**config.mk**
```make
export PLATFORM = sky130hd
export DESIGN_NAME = sync_frame_receiver
export DESIGN_NICKNAME = d
export VERILOG_FILES = /design/src/rtl/sync_frame_pkg.sv /design/src/rtl/sync_shift_window.sv /design/src/rtl/sync_frame_receiver.sv
export SDC_FILE = /design/constraint.sdc
export NUM_CORES = 1
export LEC_CHECK = 0
export ABC_AREA = 0
export BUFFER_PORTS_ARGS = -buffer_cell sky130_fd_sc_hd__buf_2
export CORE_MARGIN = 2
export CORE_UTILIZATION = 51
export DETAILED_ROUTE_END_ITERATION = 16
export MAX_ROUTING_LAYER = met4
export PLACE_DENSITY = 0.77
export SYNTH_ARGS = -nofsm -noshare
export SYNTH_HDL_FRONTEND = slang
export SYNTH_SLANG_ARGS = --single-unit
```
**constraint.sdc**
```tcl
create_clock -name clk -period 1.8 [get_ports clk]
set_input_delay 0.54 -clock clk [delete_from_list [all_inputs] [get_ports clk]]
set_output_delay 0.54 -clock clk [all_outputs]
set_load 0.03 [all_outputs]
```
**src/rtl/sync_frame_pkg.sv**
```systemverilog
`default_nettype none
// ============================================================================
// Module      : sync_frame_pkg
// Description : Shared types and constants for the sync frame receiver.
//               - state_e          : receiver framing state
//               - C_DEF_SYNC_MASK  : default sync mask (bits 62:58 and 8:0)
//               - C_DEF_SYNC_VALUE : default sync value
//               - cnt_width()      : width of the hit/miss counters
// Revision    : 1.0 - initial release
// ============================================================================
package sync_frame_pkg;

   typedef enum logic [1:0] {
      SEARCH = 2'd0,
      VERIFY = 2'd1,
      LOCKED = 2'd2
   } state_e;

   localparam logic [63:0] C_DEF_SYNC_MASK  = 64'h7C00_0000_0000_01FF;
   localparam logic [63:0] C_DEF_SYNC_VALUE = 64'h7C00_0000_0000_01FF;

   // Counters must hold values up to max(lock_cnt, miss_max) inclusive.
   function automatic int cnt_width(input int lock_cnt, input int miss_max);
      int m;
      m = (lock_cnt > miss_max) ? lock_cnt : miss_max;
      return $clog2(m + 1);
   endfunction

endpackage
`default_nettype wire

```
**src/rtl/sync_shift_window.sv**
```systemverilog
`default_nettype none
// ============================================================================
// Module      : sync_shift_window
// Description : PKT_W-bit serial shift window with masked sync comparator.
//               Ports:
//                 clk, rst       - clock, synchronous active-high reset
//                 en, din        - bit strobe and serial data (MSB first)
//                 win_next [W]   - window including the bit being sampled
//                 match          - masked sync compare of win_next
// Revision    : 1.0 - initial release
// ============================================================================
module sync_shift_window
   import sync_frame_pkg::*;
#(
   parameter int               PKT_W      = 64,
   parameter logic [PKT_W-1:0] SYNC_MASK  = PKT_W'(C_DEF_SYNC_MASK),
   parameter logic [PKT_W-1:0] SYNC_VALUE = PKT_W'(C_DEF_SYNC_VALUE)
) (
   input  logic             clk,
   input  logic             rst,
   input  logic             en,
   input  logic             din,
   output logic [PKT_W-1:0] win_next,
   output logic             match
);

   logic [PKT_W-1:0] win_q;
   logic [PKT_W-1:0] win_d;

   // The compare looks at the window as it will be after this bit, so the
   // FSM can act on the completing bit in the same cycle.
   always_comb begin
      win_next = {win_q[PKT_W-2:0], din};
      match    = ((win_next & SYNC_MASK) == (SYNC_VALUE & SYNC_MASK));
      win_d    = en ? win_next : win_q;
   end

   always_ff @(posedge clk) begin
      if (rst) begin
         win_q <= '0;
      end else begin
         win_q <= win_d;
      end
   end

endmodule
`default_nettype wire

```
**src/rtl/sync_frame_receiver.sv**
```systemverilog
`default_nettype none
// ============================================================================
// Module      : sync_frame_receiver
// Description : Serial packet receiver with sync-word frame lock.
//               Ports:
//                 clk, rst        - clock, synchronous active-high reset
//                 en, din         - bit strobe and serial data (MSB first)
//                 pkt_rst         - clears pkt_rec / pkt_overrun
//                 dout [PKT_W]    - last emitted packet
//                 pkt_valid       - one-cycle pulse when dout updates
//                 pkt_rec         - sticky packet-received flag
//                 pkt_overrun     - sticky overrun flag
//                 locked          - frame lock indication
// Revision    : 1.0 - initial release
// ============================================================================
module sync_frame_receiver
   import sync_frame_pkg::*;
#(
   parameter int               PKT_W      = 64,
   parameter logic [PKT_W-1:0] SYNC_MASK  = PKT_W'(C_DEF_SYNC_MASK),
   parameter logic [PKT_W-1:0] SYNC_VALUE = PKT_W'(C_DEF_SYNC_VALUE),
   parameter int               LOCK_CNT   = 2,
   parameter int               MISS_MAX   = 2
) (
   input  logic             clk,
   input  logic             rst,
   input  logic             en,
   input  logic             din,
   input  logic             pkt_rst,
   output logic [PKT_W-1:0] dout,
   output logic             pkt_valid,
   output logic             pkt_rec,
   output logic             pkt_overrun,
   output logic             locked
);

   localparam int                BCNT_W      = $clog2(PKT_W);
   localparam int                CNT_W       = cnt_width(LOCK_CNT, MISS_MAX);
   localparam logic [BCNT_W-1:0] C_BCNT_LAST = BCNT_W'(PKT_W - 1);
   localparam logic [CNT_W-1:0]  C_LOCK_CNT  = CNT_W'(LOCK_CNT);
   localparam logic [CNT_W-1:0]  C_MISS_MAX  = CNT_W'(MISS_MAX);

   logic [PKT_W-1:0] win_next;
   logic             match;

   state_e           state_q,       state_d;
   logic [BCNT_W-1:0] bcnt_q,       bcnt_d;
   logic [CNT_W-1:0] hits_q,        hits_d;
   logic [CNT_W-1:0] miss_q,        miss_d;
   logic [PKT_W-1:0] dout_q,        dout_d;
   logic             pkt_valid_q,   pkt_valid_d;
   logic             pkt_rec_q,     pkt_rec_d;
   logic             pkt_overrun_q, pkt_overrun_d;
   logic             locked_q,      locked_d;

   logic             boundary;
   logic             emit;
   logic [CNT_W-1:0] hits_inc;
   logic [CNT_W-1:0] miss_inc;

   sync_shift_window #(
      .PKT_W      (PKT_W),
      .SYNC_MASK  (SYNC_MASK),
      .SYNC_VALUE (SYNC_VALUE)
   ) u_window (
      .clk      (clk),
      .rst      (rst),
      .en       (en),
      .din      (din),
      .win_next (win_next),
      .match    (match)
   );

   always_comb begin
      state_d       = state_q;
      bcnt_d        = bcnt_q;
      hits_d        = hits_q;
      miss_d        = miss_q;
      dout_d        = dout_q;
      pkt_valid_d   = 1'b0;
      pkt_rec_d     = pkt_rec_q;
      pkt_overrun_d = pkt_overrun_q;
      emit          = 1'b0;
      boundary      = (bcnt_q == C_BCNT_LAST);
      hits_inc      = hits_q + CNT_W'(1);
      miss_inc      = miss_q + CNT_W'(1);

      if (en) begin
         bcnt_d = boundary ? '0 : bcnt_q + BCNT_W'(1);

         unique case (state_q)
            SEARCH: begin
               // A match here defines the alignment: this bit ends a frame.
               if (match) begin
                  bcnt_d = '0;
                  hits_d = CNT_W'(1);
                  if (LOCK_CNT == 1) begin
                     state_d = LOCKED;
                     miss_d  = '0;
                     emit    = 1'b1;
                  end else begin
                     state_d = VERIFY;
                  end
               end
            end
            VERIFY: begin
               if (boundary) begin
                  if (match) begin
                     hits_d = hits_inc;
                     if (hits_inc == C_LOCK_CNT) begin
                        state_d = LOCKED;
                        miss_d  = '0;
                        emit    = 1'b1;
                     end
                  end else begin
                     state_d = SEARCH;
                     hits_d  = '0;
                  end
               end
            end
            LOCKED: begin
               if (boundary) begin
                  if (match) begin
                     miss_d = '0;
                     emit   = 1'b1;
                  end else if (miss_inc == C_MISS_MAX) begin
                     state_d = SEARCH;
                     hits_d  = '0;
                     miss_d  = '0;
                  end else begin
                     miss_d = miss_inc;
                  end
               end
            end
            default: begin
               state_d = SEARCH;
               hits_d  = '0;
               miss_d  = '0;
            end
         endcase
      end

      if (emit) begin
         dout_d        = win_next;
         pkt_valid_d   = 1'b1;
         pkt_rec_d     = 1'b1;
         pkt_overrun_d = pkt_overrun_q | pkt_rec_q;
      end

      // A clear coinciding with an emit acknowledges only the older packet.
      if (pkt_rst) begin
         pkt_overrun_d = 1'b0;
         if (!emit) begin
            pkt_rec_d = 1'b0;
         end
      end

      locked_d = (state_d == LOCKED);
   end

   always_ff @(posedge clk) begin
      if (rst) begin
         state_q       <= SEARCH;
         bcnt_q        <= '0;
         hits_q        <= '0;
         miss_q        <= '0;
         dout_q        <= '0;
         pkt_valid_q   <= 1'b0;
         pkt_rec_q     <= 1'b0;
         pkt_overrun_q <= 1'b0;
         locked_q      <= 1'b0;
      end else begin
         state_q       <= state_d;
         bcnt_q        <= bcnt_d;
         hits_q        <= hits_d;
         miss_q        <= miss_d;
         dout_q        <= dout_d;
         pkt_valid_q   <= pkt_valid_d;
         pkt_rec_q     <= pkt_rec_d;
         pkt_overrun_q <= pkt_overrun_d;
         locked_q      <= locked_d;
      end
   end

   assign dout        = dout_q;
   assign pkt_valid   = pkt_valid_q;
   assign pkt_rec     = pkt_rec_q;
   assign pkt_overrun = pkt_overrun_q;
   assign locked      = locked_q;

endmodule
`default_nettype wire

```
==> metrics.txt <==
CP Max Fanout 6; Via density 5.143; # H-tree levels 4; commonest non-fill, non-tap cell in the layout dfxtp_1; Final Max Slew Viols 0; hold buffer count at CTS 0; Slew Limit Headroom 0.6856; critical path class flip-flop to flip-flop; CP bufs+invs 1; starting density of the core 0.5306; NetSw 0.001374 W; Peak VDD IR 0.7171 mV; ys async rst share 0; Mean Syn Cell Area roughly 9.1 µm²; commonest non-fill, non-tap cells in the layout dfxtp_1 (130), nand2_1 (107), nor2_1 (93); dpl hpwl 6800 µm; library cells used by synthesis 44; combinational share of power 0.024; initial antenna violation count 0; core box area ~9900 µm²; Overflow after GRT 0; Critical Path Stages 7; CP Launch Point bcnt_q[1]; worst hold margin 0.1921 ns; synthesis-to-layout area growth 28.62%; DR DRC count 0; Worst Path Required 2.25 ns; reg2reg setup slack -0.11 ns; setup ws final -0.1062 ns; Antenna Violating Nets Remaining 0; Die X 105.3 µm; DR WL/cell 13.39 µm; clock transition at the registers of the reported paths around 0.060 ns; Ys Warns 0; I/O Buffers roughly 70; share of the synthesized area in the top cell type 0.5470; skew final 0.006382 ns; IO Count 73; crit-path leading delay family simple AND/OR/NAND/NOR gates; Mapped Area 5234 µm²; Die Ht 105.3 µm; outcome complete, but fails checks; crit end category flip-flop; antenna cells 0; power density cells between 1000 and 1500 nW/µm²; DRT Pass-1 Iters 4; CTS tree yes; total routed wirelength 10940 µm; gpl congestion 0.8349; switching portion of total power 0.1960; ys flop type dfxtp_1; path category of the worst min-delay check input port to flip-flop; Clock Path Buffers 2; final hold viol count 0; RSZ-0062 raised after global routing true; static leakage 2.904 nW; number of synthesized flops with an enable pin 0; largest net degree at the start of global routing 42; Startpoint Class flip-flop; crit share post-route 1.059; worst-path cell chain ha_2, and3_4, and3_4, a31oi_4, buf_4, or4_4, a21oi_2; synth top area cells dfxtp_1 (55%), mux2i_1 (12%), nand2_1 (7.7%); layout cells sized above 1 0.2588; FF+latch count, synth 143; first-pass GRT wire length 18170 µm; worst r2r src bcnt_q[1]; arrival time at the worst endpoint around 2.4 ns; Final min period between 1.5 and 2 ns; fin nets a little under 700; r2r worst-path depth 7; Gate Count Post-Synth about 580; syn_nets 587; num rows 36; CP max-delay cell or4_4; fmax between 500 and 600 MHz; placed cells 770; DRT iter0 DRCs 153; clock sinks around 140; die area between 10000 and 15000 µm²; vias in the first global route 4083; sequential share of power 0.454; internal power 0.005634 W; Filler cells 744; Critical Path Sink hits_q[1]; Slew @ Worst Pin 0.4717 ns; root buffer cell clkbuf_8; vias post-DR 4202; r2r endpoint hits_q[1]; GRT Util Overall 0.2058; most frequent CP cell and3_4; CTS buffer count 17; final setup fails 4; reported max-cap violation count 0; register area share after synthesis 0.5470; worst skew pair latency between 0.5 and 0.6 ns; Clk pwr share 0.523; failing checks negative setup slack; post-route insts no fill between 800 and 900; Yosys top cell by area dfxtp_1; Layout Utilization 0.6824; CP max stage delay 0.52 ns
sequential cells by signal (all words and copies together) (netlist names):
signal / count
bcnt_q: 6
dout: 64
hits_q: 2
locked: 1
miss_q: 2
pkt_overrun: 1
pkt_rec: 1
pkt_valid: 1
state_q: 2
u_window.win_q: 63
power by group through the flow:
stage	registers, W	logic, W	clock network [W]
after floorplan	0.00325	0.000118	0
after global placement	0.00325	0.000158	0
after detailed placement	0.00325	0.000162	0
after CTS	0.00318	0.000163	0.00372
after global routing	0.00318	0.000178	0.00386
final	0.00318	0.000165	0.00366
cell families after synthesis:
group / after synthesis / share of synthesized area
AOI/OAI and AO/OA: 84 / 0.09252
xor gates and xnor gates: 2 / 0.003347
buffers and inverters: 46 / 0.03562
muxes: 63 / 0.1205
adders and majority gates: 6 / 0.01434
and+or+nand+nor: 232 / 0.1867
DFF: 143 / 0.5470
repair_timing:
item / CTS / global route
pin swaps: 8 / 8
resized for setup: 10 / 19
hold endpoints to repair: 0 / 0
endpoints found under the setup margin: 70 / 71
buffers inserted: 6 / 9
layout make-up:
type                            count  area [µm²]  share of cell area
Clock buffer                       23       476.7             0.07082
Clock inverter                      9       155.1             0.02305
Inverter                            7       26.28            0.003903
Multi-Input combinational cell    387        2270              0.3372
Sequential cell                   143        2879              0.4277
Tap cell                          133       166.4             0.02472
Timing Repair Buffer              115       758.2              0.1126
cells in the mapped netlist (2+ instances only):
cell type / count
nor2_1: 93
nand4_1: 4
nand3_1: 3
nor3_1: 3
and3_1: 2
a211oi_1: 3
nand3b_1: 2
nand4b_1: 3
ha_1: 6
a21oi_1: 64
nand2_1: 108
mux2i_1: 63
clkbuf_1: 24
buf_1: 6
dfxtp_1: 143
inv_1: 7
nor3b_1: 2
o21ai_0: 6
nor2b_1: 2
buf_2: 8
metal layers:
| layer | global-route usage | routed length (µm) | vias to the layer above |
|---|---|---|---|
| li1 | - | - | 2114 |
| met1 | 0.2356 | 4951 | 1971 |
| met2 | 0.3406 | 5287 | 94 |
| met3 | 0.05999 | 501 | 23 |
| met4 | 0.07905 | 199 | 0 |
| met5 | - | 0 | - |
per-stage QoR:
step	instance area (µm²)	worst slack, ns	TNS, ns	power (W)
2_1_floorplan	5255	-0.003151	-0.003151	0.003363
3_3_place_gp	5888	-0.1613	-3.964	0.003403
3_5_place_dp	5888	-0.3296	-7.245	0.003408
4_1_cts	6598	-0.09956	-0.2462	0.007064
5_1_grt	6731	-0.1745	-2.942	0.007217
6_report	6731	-0.1062	-0.2728	0.007008
how the worst min path moves through the flow:
stage / startpoint / slack (ns) / endpoint / cells past startpoint
floorplan: u_window.win_q[62] / 0.44 / dout[63] / 2
global placement: dout[15] / 0.44 / dout[15] / 2
detailed placement: dout[53] / 0.44 / dout[53] / 2
CTS: pkt_rst / 0.17 / pkt_overrun / 2
global route: pkt_rst / 0.18 / pkt_overrun / 2
finish: pkt_rst / 0.19 / pkt_overrun / 2
(Power assumes the default switching activity.)
